**src/rtl/sram_32x128_1rw.sv**
```systemverilog
// Single-port synchronous 32x128 SRAM with a registered read port.
// Define SRAM_WRITE_THROUGH_EN to make write data appear on dout0 at the write edge.
module sram_32x128_1rw #(
  parameter int DATA_WIDTH = 32,
  parameter int ADDR_WIDTH = 7,
  parameter int RAM_DEPTH  = 1 << ADDR_WIDTH
) (
  input  logic                  clk0,
  input  logic                  rst0_n,
  input  logic                  csb0,
  input  logic                  web0,
  input  logic [ADDR_WIDTH-1:0] addr0,
  input  logic [DATA_WIDTH-1:0] din0,
  output logic [DATA_WIDTH-1:0] dout0
);

  logic [DATA_WIDTH-1:0] mem [RAM_DEPTH];

  // Array: no reset, so contents survive rst0_n; X on controls compares false and blocks the write.
  always_ff @(posedge clk0) begin
    if (rst0_n && (csb0 == 1'b0) && (web0 == 1'b0)) begin
      mem[addr0] <= din0;
    end
  end

  // Read data register
  always_ff @(posedge clk0 or negedge rst0_n) begin
    if (!rst0_n) begin
      dout0 <= '0;
`ifndef SYNTHESIS
    end else if ($isunknown({csb0, web0})) begin
      dout0 <= 'x;
`endif
    end else if (!csb0) begin
      if (web0) begin
        dout0 <= mem[addr0];
      end
`ifdef SRAM_WRITE_THROUGH_EN
      else begin
        dout0 <= din0;
      end
`endif
    end
  end

endmodule

```
**config.mk**
```make
export PLATFORM = sky130hd
export DESIGN_NAME = sram_32x128_1rw
export DESIGN_NICKNAME = d
export VERILOG_FILES = /design/src/rtl/sram_32x128_1rw.sv
export SDC_FILE = /design/constraint.sdc
export NUM_CORES = 2
export LEC_CHECK = 0
export BUFFER_PORTS_ARGS = -buffer_cell sky130_fd_sc_hd__buf_2
export CAP_MARGIN = 25
export CORE_MARGIN = 5
export CORE_UTILIZATION = 25
export CTS_BUF_LIST = sky130_fd_sc_hd__clkbuf_16
export DETAILED_ROUTE_END_ITERATION = 12
export SLEW_MARGIN = 20
export SYNTH_ARGS = -nofsm -noshare
export SYNTH_HDL_FRONTEND = slang
export SYNTH_SLANG_ARGS = --single-unit
```
**constraint.sdc**
```tcl
create_clock -name clk0 -period 2.8 [get_ports clk0]
set_input_delay 0.56 -clock clk0 [delete_from_list [all_inputs] [get_ports clk0]]
set_output_delay 0.56 -clock clk0 [all_outputs]
set_load 0.01 [all_outputs]
```
==> summary.md <==
In this run the mean area of a mapped cell was 18.3 µm². The run gives -50 ps as the worst setup slack for register-to-register paths. The min-delay analysis places its worst path in the category in -> reg. The finished cells cover 0.199 mm².

The worst setup path is of the reg -> reg kind. The number of buffers inserted during clock tree synthesis came out at 414. The type of origin of the critical path is a flip-flop.

The initial core utilization was 25.0%; the area of the core region was 0.632 mm². The tools report the footprint of the multi-input gates as 0.0326 mm². The critical path goes through mux2_2, a221oi_1, o221ai_1, nor3b_1, buf_4, a31oi_1, a41oi_1. For this design the ratio of total power to cell area is 669 mW/mm². The transition time at the pin with the least slew margin was 1070 ps. Across the VDD grid, the largest voltage drop is 0.585 mV.

Dividing the detail-routed wire length by the instance count gives 31.8 µm. In this run, synthesis produced a sequential element count of 4128. For the number of buffers on the longest clock path, the log shows 4. Reg-to-reg critical path startpoint: mem[104][26]$_DFFE_PP_.

Counting flops with an async set or reset pin after synthesis yields a share of 0.775%. Measured against its own limit, the worst slew margin works out to 28.6%. The kind of capture point of the worst setup path is a flip-flop.

Of the total synthesized cell area, the portion taken by AND, OR, NAND and NOR gates is 2.42%. Max-cap violations in this run came to 0. At the worst endpoint, the required time is 3650 ps. The number of design rule violations left after detail routing is 0, and the detailed placement HPWL is 400000 µm.

On the worst path, the slowest cell contributes a delay of 770 ps. Registers take 0.124 mm². The final number of max-transition violations is 0. The checks that failed: setup timing. The number of gates on the worst path with buffers counted was 7. In this run the clock root is driven by a sky130_fd_sc_hd__clkbuf_16. Number of DRC markers after the initial detailed-route iteration: 16200.

The vertical die dimension came out at 806 µm. The slowest stage of the critical path belongs to the cell sky130_fd_sc_hd__a31oi_1. Multiplexer cells account for 7.91% of the synthesized area.

The H-tree was split into 5 levels. The share of the Yosys chip area taken by registers is 78.2%. The tools report the initial antenna violation count as 65. By area, the combinational part of the netlist is dominated by compound AO/OA/AOI/OAI gates. In this run the remaining antenna-violating nets after routing total 0. In this run the cell area of the synthesized design comes to 0.158 mm². The first global-routing pass estimated 813000 µm of wire.

STA puts the critical path data arrival time at 3700 ps. After the last flow step, the layout net total stands at 10200. The buffering stage count on the worst path with inverters included is 1, and the count of flip-flops with a built-in enable after synthesis is 4096. The worst register-to-register path ends at dout0[26]$_DFFE_PN0P_.

The maximum net fanout on the critical path was 1. The flow ran to the end, but the final reports show violations. The most common library cell in the layout ignoring fill and taps was sky130_fd_sc_hd__edfxtp_1.

Setup total negative slack on the finished layout was measured at -94.6 ps. The run gives 81 as the pin count of the biggest net entering global routing. Clock sink count: 4128. The synthesized netlist devotes 0% of its cell area to adder and majority cells. Count of boundary I/O pins: 75. In the synthesized netlist, the number of instances is 8630. The via count of the first global-routing pass is 94000, and the cell area after placement is 0.186 mm². Broken down by cell family, the worst path's largest delay share belongs to compound AO/OA/AOI/OAI gates. The final number of setup-violating endpoints was 3; the cell depth of the worst flop-to-flop path was 7. The critical path ends at dout0[26]$_DFFE_PN0P_.

The die footprint was 0.649 mm²; the area growth from synthesis to layout was 25.9%. Derived from the worst setup path, the maximum achievable clock frequency is 0.351 GHz. The post-synthesis xor/xnor area fraction came out at 0%. The synthesized netlist devotes 9.42% of its cell area to compound gates. The run gives 8673 as the synthesized net count. For this design the static power due to leakage is 64.6 nW. Final critical path time including I/O delays and setup: 2850 ps. The logs give 60500 for the layout filler cell count and 0 for the hold violation count in the final report.

The period utilization works out to 102%. In this run the worst setup path begins at mem[104][26]$_DFFE_PP_. The fraction of layout cells with a size suffix above 1 is 28.6%, and the source-to-sink clock delay at the later pin of the worst-skew pair is 1030 ps.

Maximum clock skew at final layout: 99.4 ps. For the weighted congestion reported at the end of routability-driven placement, the log shows 0.926. The width of the die is 806 µm, and the number of distinct standard cells referenced by the synthesized netlist is 78. The number of port buffers works out to 74.

The clock slew seen by the registers of the worst setup and hold paths was 60 ps; the total global-route track usage was 17.8%. The first detailed-routing pass took 8 iterations. For this run the aggregate overflow at the end of global routing stands at 0. In the routed layout, each cell is associated on average with a via count of 5.24. The floorplan has 292 rows. The routed wire length came out at 600000 µm. The most used flip-flop cell after synthesis is sky130_fd_sc_hd__edfxtp_1. The routed layout has 98900 vias. In the layout the commonest cells are 4096 x sky130_fd_sc_hd__edfxtp_1, 1175 x sky130_fd_sc_hd__buf_4, 522 x sky130_fd_sc_hd__a221oi_1, 487 x sky130_fd_sc_hd__buf_12, 424 x sky130_fd_sc_hd__mux2i_1. The logs give -50.8 ps for the worst path setup slack after routing and 0 for the Yosys warning count. TritonCTS built the clock tree.
[synth_stat cells (32+ instances only)]
| cell type | n | area (µm²) |
|---|---|---|
| sky130_fd_sc_hd__a22oi_1 | 187 | 1400 |
| sky130_fd_sc_hd__buf_2 | 233 | 1170 |
| sky130_fd_sc_hd__mux2i_1 | 424 | 4240 |
| sky130_fd_sc_hd__o21ai_0 | 362 | 1810 |
| sky130_fd_sc_hd__edfxtp_1 | 4096 | 123000 |
| sky130_fd_sc_hd__a221oi_1 | 522 | 4570 |
| sky130_fd_sc_hd__clkbuf_1 | 194 | 728 |
| sky130_fd_sc_hd__mux2_2 | 280 | 3150 |
| sky130_fd_sc_hd__dfrtp_1 | 32 | 801 |
| sky130_fd_sc_hd__a22o_1 | 52 | 455 |
| sky130_fd_sc_hd__nand2_1 | 304 | 1140 |
| sky130_fd_sc_hd__nor2_1 | 417 | 1570 |
| sky130_fd_sc_hd__o22ai_1 | 61 | 382 |
| sky130_fd_sc_hd__nand3_1 | 47 | 235 |
| sky130_fd_sc_hd__a31oi_1 | 46 | 288 |
| sky130_fd_sc_hd__buf_4 | 107 | 803 |
| sky130_fd_sc_hd__a21oi_1 | 329 | 1650 |
| sky130_fd_sc_hd__a211oi_1 | 39 | 293 |
| sky130_fd_sc_hd__a221o_1 | 158 | 1580 |
| sky130_fd_sc_hd__mux4_2 | 223 | 5020 |
| sky130_fd_sc_hd__o221ai_1 | 58 | 508 |
| sky130_fd_sc_hd__buf_1 | 68 | 255 |
[flip-flops by register name (all words and copies together) (netlist names)]
signal and cells:
mem 4096, dout0 32
[per-layer routing]
layer	global-route usage [%]	routed length, µm
met5	0	234
met4	8.91	36400
met3	4.97	75900
met2	27.2	266000
met1	23.3	222000
[final cells by class]
type	count	area share [%]
inverter	7	0.0276
sequential	4128	62.1
tap	8379	5.26
timing repair buffer	1715	9.50
clock inverter	345	1.49
antenna	14	0.0176
clock buffer	417	5.24
multi-input combinational	3876	16.3
[logic make-up (layout without fill, tap and decap cells)]
kind of cell / Yosys count / after routing
compound gates: 2035 / 2035
buf+inv: 626 / 2484
flops: 4128 / 4128
mux: 933 / 933
other cells: 0 / 14
simple gates: 908 / 908
[stage by stage]
step	worst slack, ps	hold slack, ps	power (mW)	utilization (%)	instances
2_1_floorplan	-70.5	264	72.9	-	8630
3_3_place_gp	-2220	481	79.1	29.4	18100
3_5_place_dp	-1190	496	79.2	29.4	18100
4_1_cts	33.4	1.05	133	31.5	18900
5_1_grt	-3.85	10.1	137	31.5	18900
6_report	-50.8	20.0	133	31.5	18900
[where the power goes]
| part | leakage [nW] | internal (mW) | switching (mW) |
|---|---|---|---|
| clock network | 6.85 | 30.8 | 24.4 |
| registers | 37.2 | 68.0 | 0.215 |
| logic | 20.6 | 3.38 | 6.52 |
| total | 64.6 | 102 | 31.1 |
[worst register-to-register path: stages, from the launching register on]
cell and delay [ps]:
sky130_fd_sc_hd__edfxtp_1 430, sky130_fd_sc_hd__mux2_2 290, sky130_fd_sc_hd__a221oi_1 380, sky130_fd_sc_hd__o221ai_1 200
sky130_fd_sc_hd__nor3b_1 220, sky130_fd_sc_hd__buf_4 160, sky130_fd_sc_hd__a31oi_1 770, sky130_fd_sc_hd__a41oi_1 230
[worst min path at each step]
stage | start | to | cells after the start
6_report | din0[11] | mem[72][11]$_DFFE_PP_ | 1
5_1_grt | din0[20] | mem[15][20]$_DFFE_PP_ | 1
4_1_cts | din0[20] | mem[14][20]$_DFFE_PP_ | 1
3_5_place_dp | dout0[1]$_DFFE_PN0P_ | dout0[1]$_DFFE_PN0P_ | 1
3_3_place_gp | dout0[24]$_DFFE_PN0P_ | dout0[24]$_DFFE_PN0P_ | 1
2_1_floorplan | rst0_n | dout0[0]$_DFFE_PN0P_ | 0
[repair_timing]
action,4_1_cts,5_1_grt
cloned,0,0
pin swaps,0,1
setup endpoints to repair,2,7
setup buffers,0,1
hold buffers,10,0
hold endpoints to repair,128,0
resized for setup,2,6
No activity file was read; power rests on OpenSTA's default activity.
